--- src/rtl/lif_neuron_array.sv ---
// lif_neuron_array
//   N_CH independent leaky integrate-and-fire neurons sharing one clock and a
//   global advance enable. Each channel integrates a signed input current with
//   an arithmetic-shift leak and saturating arithmetic. It fires when the
//   integrated sum reaches THRESH and then sits out REFRAC enabled cycles.
//   Per-channel spike counts are accumulated over a T_WINDOW-cycle window and
//   latched at window close.
//
// Ports
//   clk           rising-edge clock
//   rst           synchronous active-high reset, wins over en
//   en            advance enable; all state frozen while low
//   spiking_value packed signed input currents, channel i at [i*W +: W]
//   out_spike     registered one-cycle spike pulse per channel
//   refractory    high while the channel's refractory counter is non-zero
//   spike_cnt     latched window spike counts, channel i at [i*CNT_W +: CNT_W]
//   window_done   one-cycle pulse when spike_cnt updates
module lif_neuron_array #(
  parameter int N_CH       = 4,
  parameter int W          = 16,
  parameter int THRESH     = 256,
  parameter int LEAK_SHIFT = 4,
  parameter int REFRAC     = 100,
  parameter int T_WINDOW   = 250,
  parameter int CNT_W      = 8
) (
  input  logic                    clk,
  input  logic                    rst,
  input  logic                    en,
  input  logic [N_CH*W-1:0]       spiking_value,
  output logic [N_CH-1:0]         out_spike,
  output logic [N_CH-1:0]         refractory,
  output logic [N_CH*CNT_W-1:0]   spike_cnt,
  output logic                    window_done
);

  localparam int RW  = (REFRAC > 0) ? $clog2(REFRAC + 1) : 1;
  localparam int WCW = $clog2(T_WINDOW);
  // Two guard bits: potential minus leak plus input can never overflow W+2.
  localparam int SW  = W + 2;

  localparam logic signed [SW-1:0] SAT_MAX  = {3'b000, {(W-1){1'b1}}};
  localparam logic signed [SW-1:0] SAT_MIN  = {3'b111, {(W-1){1'b0}}};
  localparam logic signed [SW-1:0] THRESH_S = SW'(THRESH);
  localparam logic [RW-1:0]        REFRAC_V = RW'(REFRAC);
  localparam logic [WCW-1:0]       WIN_LAST = WCW'(T_WINDOW - 1);
  localparam logic [CNT_W-1:0]     CNT_MAX  = '1;

  logic [N_CH-1:0][W-1:0]     in_v;
  logic [N_CH-1:0][W-1:0]     potential;
  logic [N_CH-1:0][RW-1:0]    refr_cnt;
  logic [N_CH-1:0][CNT_W-1:0] acc;
  logic [WCW-1:0]             window_cnt;

  logic [N_CH-1:0][W-1:0]     pot_nxt;
  logic [N_CH-1:0][RW-1:0]    refr_nxt;
  logic [N_CH-1:0][CNT_W-1:0] acc_inc;
  logic [N_CH-1:0]            fire;
  logic signed [SW-1:0]       sum_sat [N_CH];

  assign in_v = spiking_value;

  // Leaky integration of one channel, clamped to the W-bit signed range.
  function automatic logic signed [SW-1:0] leak_sum(input logic [W-1:0] p,
                                                    input logic [W-1:0] x);
    logic signed [SW-1:0] ps;
    logic signed [SW-1:0] lk;
    logic signed [SW-1:0] s;
    ps = $signed({{2{p[W-1]}}, p});
    lk = (LEAK_SHIFT != 0) ? (ps >>> LEAK_SHIFT) : '0;
    s  = ps - lk + $signed({{2{x[W-1]}}, x});
    if (s > SAT_MAX)      s = SAT_MAX;
    else if (s < SAT_MIN) s = SAT_MIN;
    return s;
  endfunction

  // NOTE: every combinational output gets a default before the loop so that no
  // path leaves it unassigned, which would otherwise infer a latch.
  always_comb begin
    pot_nxt  = potential;
    refr_nxt = refr_cnt;
    acc_inc  = acc;
    fire     = '0;
    for (int i = 0; i < N_CH; i++) begin
      sum_sat[i] = leak_sum(potential[i], in_v[i]);
      if (refr_cnt[i] != '0) begin
        // Refractory: count down, hold at rest, discard the input.
        refr_nxt[i] = refr_cnt[i] - RW'(1);
        pot_nxt[i]  = '0;
      end else if (sum_sat[i] >= THRESH_S) begin
        fire[i]     = 1'b1;
        pot_nxt[i]  = '0;
        refr_nxt[i] = REFRAC_V;
      end else begin
        pot_nxt[i]  = sum_sat[i][W-1:0];
      end
      // Count includes this edge's fire so a spike on the closing edge lands
      // in the window being closed.
      if (fire[i] && (acc[i] != CNT_MAX)) acc_inc[i] = acc[i] + CNT_W'(1);
    end
  end

  always_comb begin
    refractory = '0;
    for (int i = 0; i < N_CH; i++) refractory[i] = (refr_cnt[i] != '0);
  end

  // NOTE: state registers use non-blocking assignments so every register
  // samples the pre-edge values regardless of statement order.
  always_ff @(posedge clk) begin
    if (rst) begin
      potential   <= '0;
      refr_cnt    <= '0;
      acc         <= '0;
      window_cnt  <= '0;
      out_spike   <= '0;
      spike_cnt   <= '0;
      window_done <= 1'b0;
    end else begin
      out_spike   <= '0;
      window_done <= 1'b0;
      if (en) begin
        potential <= pot_nxt;
        refr_cnt  <= refr_nxt;
        out_spike <= fire;
        if (window_cnt == WIN_LAST) begin
          window_cnt  <= '0;
          spike_cnt   <= acc_inc;
          acc         <= '0;
          window_done <= 1'b1;
        end else begin
          window_cnt <= window_cnt + WCW'(1);
          acc        <= acc_inc;
        end
      end
    end
  end

endmodule

--- config.mk ---
export PLATFORM = sky130hd
export DESIGN_NAME = lif_neuron_array
export DESIGN_NICKNAME = d
export VERILOG_FILES = /design/src/rtl/lif_neuron_array.sv
export SDC_FILE = /design/constraint.sdc
export NUM_CORES = 1
export LEC_CHECK = 0
export BUFFER_PORTS_ARGS = -buffer_cell sky130_fd_sc_hd__buf_2
export CAP_MARGIN = 20
export CORE_MARGIN = 4
export CORE_UTILIZATION = 60
export DETAILED_ROUTE_END_ITERATION = 6
export HOLD_SLACK_MARGIN = 0.08
export PLACE_DENSITY = 0.8
export RECOVER_POWER = 100
export SLEW_MARGIN = 20
export SYNTH_ARGS = -nofsm -noshare
export SYNTH_HDL_FRONTEND = slang
export SYNTH_SLANG_ARGS = --single-unit
export TNS_END_PERCENT = 100
--- constraint.sdc ---
create_clock -name clk -period 7.4 [get_ports clk]
set_clock_uncertainty 0.05 [all_clocks]
set_input_delay 1.48 -clock clk [delete_from_list [all_inputs] [get_ports clk]]
set_output_delay 1.48 -clock clk [all_outputs]
set_load 0.03 [all_outputs]
==> results_dict.tcl <==
set metrics [dict create \
    status "finished, violations left" \
    failed_checks "max-capacitance violations, max-slew violations" \
    ctsHoldBuffers 0 \
    routedWlPerCell_um 15.5 \
    globalRoute.totalOverflow 0 \
    routed_via_density 5.84 \
    cts_repair_resize_count 0 \
    internal_power_uw 3360 \
    fin_tns_setup_ps 0 \
    synth_ff_type "sky130_fd_sc_hd__dfxtp_1" \
    grt_pass1_wl_um 52800 \
    finish.net_count 1944 \
    gr-usage-all-layers_pct 26.1 \
    yosysUniqueCellTypes 80 \
    hpwl_um 23500 \
    critical_path_arrival_ps 7130 \
    crit_top_cell "sky130_fd_sc_hd__fa_1" \
    fmax_achieved_ghz 0.146 \
    synth.top_cell.area_share_pct 26.1 \
    clock_sink_count 169 \
    antenna_left 0 \
    antenna_cells_inserted 0 \
    clk_path_buf_depth 2 \
    whs_ps 405 \
    ys.warnings.count 0 \
    htreeDepth 4 \
    required_ps 7710 \
    die_width_um 155 \
    antenna_found_initial 1 \
    worst_setup_sp_type "input port" \
    io-pin-count 108 \
    grt_pass1_vias 11200 \
    gr-max-usage-layer "met2" \
    gr-usage-met1_pct 34.4 \
    worst_pin_slew_ps 1540 \
    worst-path-max-fanout 11 \
    clockRootBuffer "sky130_fd_sc_hd__clkbuf_16" \
    synth_enable_flop_cells 0 \
    postLayoutSetupSlackWorst_ps 574 \
    post_route_cells_drive_above_1_share_pct 7.30 \
    p_leak_uw 0.00615 \
    drv_slew 35 \
    port_buffers 107 \
    synthCells 1644 \
    drt-total-wl_um 31200 \
    cp_slowest_cell "sky130_fd_sc_hd__o31ai_1" \
    clkLatencyLatePin_ps 440 \
    final.min_clock_period_ps 6830 \
    cp_cell_sequence "buf_2 > fa_1 > inv_1 > fa_1 > nand2b_1 > a211oi_1 > o31a_1 > o211ai_1 > o2bb2ai_1 > xnor2_1 > nand3b_1 > ha_1 > nor2_1 > o21ai_0 > o311a_1 > o2111ai_1 > o31ai_1 > nand4_1 > or2_2 > o22ai_1" \
    switching_pwr_uw 3540 \
    cts_buffers 17 \
    met3_usage_pct 4.14 \
    dp_worst_setup_slack_ps 420 \
    area_of_the_placeable_core_mm2 0.0212 \
    dr.first_iter.drc_count 700 \
    grt_use_met2_pct 44.0 \
    fin_total_pwr_uw 6900 \
    die_span_y_um 155 \
    crit_type "in -> reg" \
    setup_viol 0 \
    dieArea_mm2 0.0240 \
    clock_power_share_pct 12.9 \
    gpl.final_weighted_congestion 0.936 \
    total_of_max_cap_violations 1 \
    post_dp_cell_area_mm2 0.0138 \
    period_share_pct 92.2 \
    sequentialPowerShare_pct 17.7 \
    power.share.switching_pct 51.3 \
    final_cell_area_mm2 0.0142 \
    final_common_cell "sky130_fd_sc_hd__inv_1" \
    hp-class "reg -> reg" \
    syn_avg_cell_area_um2 7.89 \
    synth_top_cell_by_area "sky130_fd_sc_hd__dfxtp_1" \
    cts_tree "yes" \
    slowest_delay_ps 1010 \
    drt_pre_antenna_iters 5 \
    layout_common_cells "sky130_fd_sc_hd__inv_1, sky130_fd_sc_hd__dfxtp_1, sky130_fd_sc_hd__nand2_1, sky130_fd_sc_hd__a21oi_1, sky130_fd_sc_hd__o21ai_0" \
    timing.critical_path.to_type "flop" \
    powerDensity_mw_per_mm2 484 \
    relative_slew_margins_pct -2.94 \
    clkSlewWorstSetupHoldPaths_ps 70 \
    syn2layout_area_growth_pct 9.81 \
    start_util_pct 61.3 \
    post-cts-setup-buffers 0 \
    rsz0062_at_grt "no" \
    num_vias 11800 \
    ys_seq_area_share_pct 26.1 \
    drc 0 \
    yosys_register_bits 169 \
    ir_worst_vdd_mv 0.337 \
    final-hold-violation-count 0 \
    syn_area_mm2 0.0130 \
    async_reset_ff_share_pct 0 \
    synth_fp_nets 1861 \
    netlist_top_cells_area "sky130_fd_sc_hd__dfxtp_1, sky130_fd_sc_hd__ha_1, sky130_fd_sc_hd__fa_1" \
    comb_power_share_pct 69.4 \
    floorplan.rows 53 \
    grt_max_degree 55 \
]
state kept, by name, summed over array words and instances (netlist names):
name and flops:
potential 64, window_cnt 8, window_done 1, spike_cnt 32
acc 32, out_spike 4, refr_cnt 28
worst paths after layout:
path | start | slack (ps) | end | depth (start not counted)
worst min register to register | spike_cnt[9] | 410 | spike_cnt[9] | 2
worst max register to register | potential[43] | 1360 | spike_cnt[16] | 22
worst min-delay path | spike_cnt[9] | 410 | spike_cnt[9] | 2
worst max-delay path | spiking_value[17] | 570 | potential[22] | 20
critical path, delay by kind of cell:
family,cells,cell delay [ps]
adders and majority gates,3,1470
and+or+nand+nor,5,1350
buffers and inverters,2,180
xor gates and xnor gates,1,190
AOI/OAI and AO/OA,9,2430
cell families (layout without fill, tap and decap cells):
| group | Yosys count | in the layout | synth area share (%) |
|---|---|---|---|
| DFF | 169 | 169 | 26.1 |
| xor gates and xnor gates | 73 | 73 | 4.93 |
| buffers and inverters | 344 | 440 | 9.96 |
| muxes | 17 | 17 | 1.36 |
| and+or+nand+nor | 442 | 442 | 16.9 |
| adders and majority gates | 150 | 150 | 17.7 |
| AOI/OAI and AO/OA | 449 | 449 | 23.1 |
through the flow:
step / utilization, % / cells
floorplan: - / 1644
global placement: 65.1 / 1983
detailed placement: 65.1 / 1983
CTS: 67.8 / 2015
global route: 67.4 / 2015
finish: 67.4 / 2015
power groups by stage:
stage | combinational, uW | sequential (uW) | clock (uW)
floorplan | 3710 | 1210 | 0
global placement | 4650 | 1240 | 0
detailed placement | 4760 | 1240 | 0
CTS | 4800 | 1220 | 904
global route | 5380 | 1240 | 944
finish | 4790 | 1220 | 891
cell usage after synthesis (9+ instances only):
cell	count
sky130_fd_sc_hd__inv_1	281
sky130_fd_sc_hd__dfxtp_1	169
sky130_fd_sc_hd__nand2_1	121
sky130_fd_sc_hd__a21oi_1	97
sky130_fd_sc_hd__nor2_1	96
sky130_fd_sc_hd__ha_1	94
sky130_fd_sc_hd__o21ai_0	86
sky130_fd_sc_hd__clkbuf_1	56
sky130_fd_sc_hd__fa_1	56
sky130_fd_sc_hd__nand3_1	50
sky130_fd_sc_hd__xnor2_1	46
sky130_fd_sc_hd__nor3_1	34
sky130_fd_sc_hd__o22ai_1	33
sky130_fd_sc_hd__xor2_1	27
sky130_fd_sc_hd__a22o_1	24
sky130_fd_sc_hd__a21o_1	23
sky130_fd_sc_hd__a31oi_1	20
sky130_fd_sc_hd__a211oi_1	19
sky130_fd_sc_hd__nand4_1	19
sky130_fd_sc_hd__nand2b_1	17
sky130_fd_sc_hd__o21ai_1	17
sky130_fd_sc_hd__o21a_1	16
sky130_fd_sc_hd__and3_1	15
sky130_fd_sc_hd__nor3b_1	14
sky130_fd_sc_hd__o31ai_1	13
sky130_fd_sc_hd__or3_1	13
sky130_fd_sc_hd__mux2i_1	12
sky130_fd_sc_hd__and2_1	11
sky130_fd_sc_hd__nor2b_1	10
sky130_fd_sc_hd__nor4_1	10
sky130_fd_sc_hd__o211ai_1	9
layer usage:
metal	vias up	wire length, um
li1	5891	-
met1	5527	14100
met2	302	14900
met3	50	1460
met4	2	672
met5	-	12
final cells by class:
type                    count  area (um^2)
multi-input cells        1131         8290
fillers                  1840         6910
flip-flops and latches    169         3380
inverters                 283         1060
repair buffers            125          589
clock buffers              17          425
well taps                 275          344
clock inverters            15          151
No activity file was read; power rests on OpenSTA's default activity.
